<file path="src/rtl/instr_sequencer.sv">
// Instruction sequencer: fetches 16-bit words from a small program memory and issues
// them one at a time to a processor, either free-running or one per Step press.
module instr_sequencer #(
   parameter int ADDR_W  = 4,
   parameter int TIMEOUT = 255
) (
   input  logic              Clock,
   input  logic              Reset,
   input  logic              Step,
   input  logic              Auto,
   input  logic              Done,
   input  logic              WrEn,
   input  logic [ADDR_W-1:0] WrAddr,
   input  logic [15:0]       WrData,
   output logic [15:0]       Instr,
   output logic              Run,
   output logic [ADDR_W-1:0] PC,
   output logic              Busy,
   output logic              Halted,
   output logic              Timeout
);

   localparam int         DEPTH    = 1 << ADDR_W;
   localparam int         CNT_W    = (TIMEOUT < 2) ? 1 : $clog2(TIMEOUT + 1);
   localparam logic [CNT_W-1:0] CNT_LAST = CNT_W'(TIMEOUT - 1);
   localparam logic [2:0] OP_HALT  = 3'b111;

   typedef enum logic [1:0] {IDLE, ISSUE, WAIT, HALT} state_t;

   state_t            state_q, state_d;
   logic [ADDR_W-1:0] pc_q, pc_d;
   logic [15:0]       instr_q, instr_d;
   logic [CNT_W-1:0]  cnt_q, cnt_d;
   logic              timeout_q, timeout_d;
   logic              sync1_q, sync2_q, step_prev_q;
   logic              step_req;
   logic              mem_we;
   logic [15:0]       fetch_word;
   logic [15:0]       mem [DEPTH];

   // Two-flop synchronizer for the asynchronous button, then a rising-edge detector.
   always_ff @(posedge Clock or posedge Reset) begin
      if (Reset) begin
         sync1_q     <= 1'b0;
         sync2_q     <= 1'b0;
         step_prev_q <= 1'b0;
      end else begin
         sync1_q     <= Step;
         sync2_q     <= sync1_q;
         step_prev_q <= sync2_q;
      end
   end

   assign step_req = sync2_q & ~step_prev_q;

   assign mem_we = WrEn && ((state_q == IDLE) || (state_q == HALT));

   // NOTE: program memory has no reset so its contents survive Reset and map onto RAM.
   always_ff @(posedge Clock) begin
      if (mem_we) begin
         mem[WrAddr] <= WrData;
      end
   end

   // Forward a same-cycle write to the fetch address so it is issued immediately.
   assign fetch_word = (mem_we && (WrAddr == pc_q)) ? WrData : mem[pc_q];

   always_ff @(posedge Clock or posedge Reset) begin
      if (Reset) begin
         state_q   <= IDLE;
         pc_q      <= '0;
         instr_q   <= '0;
         cnt_q     <= '0;
         timeout_q <= 1'b0;
      end else begin
         state_q   <= state_d;
         pc_q      <= pc_d;
         instr_q   <= instr_d;
         cnt_q     <= cnt_d;
         timeout_q <= timeout_d;
      end
   end

   // NOTE: every next-state signal gets its hold value first so no path infers a latch.
   always_comb begin
      state_d   = state_q;
      pc_d      = pc_q;
      instr_d   = instr_q;
      cnt_d     = cnt_q;
      timeout_d = timeout_q;
      case (state_q)
         IDLE: begin
            if (Auto || step_req) begin
               instr_d = fetch_word;
               state_d = ISSUE;
            end
         end
         ISSUE: begin
            cnt_d   = '0;
            state_d = WAIT;
         end
         WAIT: begin
            if (Done) begin
               pc_d    = pc_q + ADDR_W'(1);
               cnt_d   = '0;
               state_d = (instr_q[15:13] == OP_HALT) ? HALT : IDLE;
            end else if (cnt_q == CNT_LAST) begin
               timeout_d = 1'b1;
               state_d   = HALT;
            end else begin
               cnt_d = cnt_q + CNT_W'(1);
            end
         end
         HALT: begin
            state_d = HALT;
         end
         default: begin
            state_d = IDLE;
         end
      endcase
   end

   assign Instr   = instr_q;
   assign PC      = pc_q;
   assign Run     = (state_q == ISSUE);
   assign Busy    = (state_q == ISSUE) || (state_q == WAIT);
   assign Halted  = (state_q == HALT);
   assign Timeout = timeout_q;

endmodule

</file>
<file path="config.mk">
export PLATFORM = sky130hd
export DESIGN_NAME = instr_sequencer
export DESIGN_NICKNAME = d
export VERILOG_FILES = /design/src/rtl/instr_sequencer.sv
export SDC_FILE = /design/constraint.sdc
export NUM_CORES = 1
export LEC_CHECK = 0
export ABC_AREA = 0
export ABC_CLOCK_PERIOD_IN_PS = 5560
export CORE_MARGIN = 10
export CORE_UTILIZATION = 40
export CTS_BUF_LIST = sky130_fd_sc_hd__clkbuf_4 sky130_fd_sc_hd__clkbuf_8
export CTS_CLUSTER_DIAMETER = 120
export DETAILED_ROUTE_END_ITERATION = 12
export GPL_TIMING_DRIVEN = 1
export PLACE_DENSITY = 0.55
export SETUP_SLACK_MARGIN = 0.1
export SYNTH_ARGS = -nofsm -noshare
export SYNTH_HDL_FRONTEND = slang
export SYNTH_SLANG_ARGS = --single-unit
</file>
<file path="constraint.sdc">
create_clock -name Clock -period 5.56 [get_ports Clock]
set_input_delay 1.112 -clock Clock [delete_from_list [all_inputs] [get_ports Clock]]
set_output_delay 1.112 -clock Clock [all_outputs]
set_load 0.1 [all_outputs]
</file>
==> reports/metrics.csv <==
stage,metric,value,unit
clocking,Root Driver,clkbuf_8,
clocking,clock tree buffer depth,3,
grt,busiest metal layer after global routing,met2,
logic_synthesis,cells after synthesis,569,
timing,post-layout min period,3.81,ns
logic_synthesis,syn nets,603,
clocking,CTS resizes,0,
floorplanning,die width,189,µm
critical_path,Startpoint Class,flop,
grt,initial antenna violation count,0,
pwr,sw frac,35.8,%
timing,Slew @ Worst Pin,1.06,ns
logic_synthesis,#FFs+latches synth,290,
critical_path,endpoint type of the worst setup path,primary output,
routing,Antenna Nets Post-Route,0,
worst_hold_path,Hold Path Stages,0,
routing,Via Count,5744,
critical_path,critical path type,reg2out,
final_layout,antenna cells,0,
grt,met3 Use GR,2.92,%
floorplanning,I/O pins,50,
grt,first-pass GRT wire length,38600,µm
clocking,TritonCTS clock tree,done,
logic_synthesis,Mean Syn Cell Area,20.0,µm²
critical_path,Critical R2R Launch,PC[0],
critical_path,Crit Path Max Fanout,5,
timing,Achievable Freq,0.262,GHz
pwr,maximum vdd drop,0.235,mV
place,Final HPWL DP,15500,µm
run_status,status,"complete, no violations",
critical_path,worst path required time,4.45,ns
pwr,Int Power,4.27,mW
routing,initial DRC count,392,
final_layout,Final Net Count,684,
logic_synthesis,Post-Syn Area,11400,µm²
timing,final hold violations,0,
clocking,CTS clock-pin slew for the worst setup and hold paths,0.05,ns
worst_hold_path,HP Class,reg2reg,
final_layout,multi-input logic area,2700,µm²
pwr,power per standard cell area,504,nW/µm²
grt,GR Util met1,19.9,%
pwr,Comb pwr share,34.3,%
critical_path,critical path arrival,2.70,ns
final_layout,layout cells sized above 1,23.6,%
pwr,Clk pwr share,25.5,%
clocking,# hold bufs at CTS,0,
critical_path,Worst path slowest cell,clkdlybuf4s50_1,
floorplanning,core area,27900,µm²
timing,# setup viols final,0,
clocking,Inserted Clock Buffers,47,
place,GPL Wtd Cong,0.754,
final_layout,Synth-to-Final Area Change,15.7,%
timing,skew final,0.00800,ns
grt,largest net degree at the start of global routing,67,
timing,RSZ-0062 raised after global routing,no,
grt,grt ovf,0,
clocking,Post CTS Setup Buffer Count,0,
routing,DRC Markers,0,
floorplanning,Initial Util,40.8,%
clocking,clock sinks,290,
routing,total iterations of the first detailed-routing run,5,
routing,DR vias/cell,5.42,
run,maxcap violations,0,
place,"worst slack, placed",2.09,ns
pwr,switching power,2.38,mW
critical_path,r2r worst-path depth,5,
grt,gr usage total,14.2,%
routing,wire per inst,23.6,µm
final_layout,register area,8540,µm²
timing,Final Cycle Share,68.5,%
critical_path,Worst R2R Setup Slack,2.41,ns
floorplanning,die area,35700,µm²
worst_hold_path,Worst Hold End,sync2_q,
grt,vias in the first global route,6086,
logic_synthesis,"Seq/Total Area, Yosys",74.9,%
timing,Post-Route Setup TNS,0,ns
pwr,sequential share of power,40.2,%
critical_path,FF-to-FF End,Instr[7],
worst_hold_path,hold path start,sync1_q,
floorplanning,row count,61,
clocking,H-tree Lvls,2,
timing,PnR worst setup slack,1.75,ns
critical_path,cells along the critical path,inv_1 -> ha_1 -> clkdlybuf4s50_1,
clocking,"Clk Latency, worst-skew pair",0.53,ns
final_layout,most frequent cells in the layout,"edfxtp_1 (256), mux4_2 (58), clkbuf_8 (50)",
logic_synthesis,number of library cell types mapped by synthesis,39,
floorplanning,Die H,189,µm
timing,Worst slew margin,28.9,%
final_layout,"commonest non-fill, non-tap cell in the layout",edfxtp_1,
critical_path,CP peak stage delay,1.20,ns
pwr,leakage,4.32,nW
place,port bufs,49,
logic_synthesis,Synth Warn #,0,
final_layout,fillers,2398,
routing,final WL,25000,µm
grt,GR met2 Demand/Resource,22.1,%
timing,"Slew Viols, Final",0,
## metal layers
metal	share of wire (%)	up-vias
met1	45	3014
met4	1.6	0
met5	0	-
met2	47	189
met3	6.2	33
li1	-	2508
## synth_stat cells, drive strengths merged
master	instances	area (µm²)
edfxtp	256	7690
mux4	64	1460
dfrtp	34	851
a22oi	32	240
nand2	24	90.1
nor2	18	67.6
a221o	17	170
and2	17	106
clkbuf	15	56.3
buf	14	131
o21ai	9	45.0
ha	8	100
nand3	8	40.0
inv	7	26.3
nor3	6	30.0
nand2b	4	25.0
nor2b	4	25.0
or3	4	25.0
xnor2	4	35.0
xor2	4	35.0
a21oi	3	15.0
a31oi	3	18.8
nand4	2	12.5
o22a	2	17.5
a21boi	1	7.51
a22o	1	8.76
and3	1	6.26
and4b	1	10.0
mux2	1	11.3
nand3b	1	7.51
o21bai	1	7.51
o31ai	1	7.51
o32ai	1	16.3
o41ai	1	8.76
## sequential cells by signal, indices dropped and copies added, names as in the netlist
signal	cells
sync1_q	1
mem	256
Instr	16
PC	4
Timeout	1
cnt_q	8
state_q	2
sync2_q	1
step_prev_q	1
## critical path, delay by kind of cell (launching register included)
kind,cells,cell delay [ns]
adder cells (fa/ha/maj),1,0.43
buffers and inverters,2,1.31
flip-flops,1,0.42
## power by group through the flow
stage | Sequential, mW | Combinational (mW) | Clock [mW]
CTS | 2.67 | 2.31 | 1.74
finish | 2.67 | 2.28 | 1.70
floorplan | 3.12 | 1.30 | 0
global route | 2.70 | 2.42 | 1.85
global placement | 2.71 | 2.29 | 0
detailed placement | 2.72 | 2.30 | 0
## final cells by class
cell class / count / share of cell area (%)
sequential: 290 / 64.8
multi-input combinational: 243 / 20.5
clock buffer: 64 / 6.01
timing repair buffer: 61 / 4.40
tap: 378 / 3.58
clock inverter: 17 / 0.550
inverter: 7 / 0.199
## worst max path at each step
| stage | from | to | slack [ns] | depth (start not counted) |
|---|---|---|---|---|
| floorplan | state_q[0] | mem[0][0] | 2.20 | 5 |
| global placement | WrEn | mem[5][8] | 2.16 | 4 |
| detailed placement | WrEn | mem[7][7] | 2.09 | 4 |
| CTS | state_q[1] | Busy | 1.73 | 3 |
| global route | state_q[1] | Busy | 1.68 | 3 |
| finish | state_q[1] | Busy | 1.75 | 3 |
## kinds of logic (layout without fill, tap and decap cells)
| group | after synthesis | in the layout | share of synthesized area (%) |
|---|---|---|---|
| AOI/OAI and AO/OA | 72 | 72 | 4.94 |
| muxes | 65 | 65 | 12.9 |
| buffers and inverters | 36 | 149 | 1.88 |
| and+or+nand+nor | 90 | 90 | 3.91 |
| adders and majority gates | 8 | 8 | 0.878 |
| xor gates and xnor gates | 8 | 8 | 0.614 |
| DFF | 290 | 290 | 74.9 |
## through the flow
step           instances  cell area [µm²]  total power [mW]  util [%]  hold slack (ns)
6_report            1060            13200              6.65      47.2            0.354
2_1_floorplan        569            11400              4.42         -            0.331
3_5_place_dp         979            12300              5.02      44.1            0.336
4_1_cts             1060            13200              6.73      47.2            0.357
3_3_place_gp         979            12300              5.00      44.1            0.343
5_1_grt             1060            13200              6.97      47.2            0.367
Power figures use the tool's default switching activity.
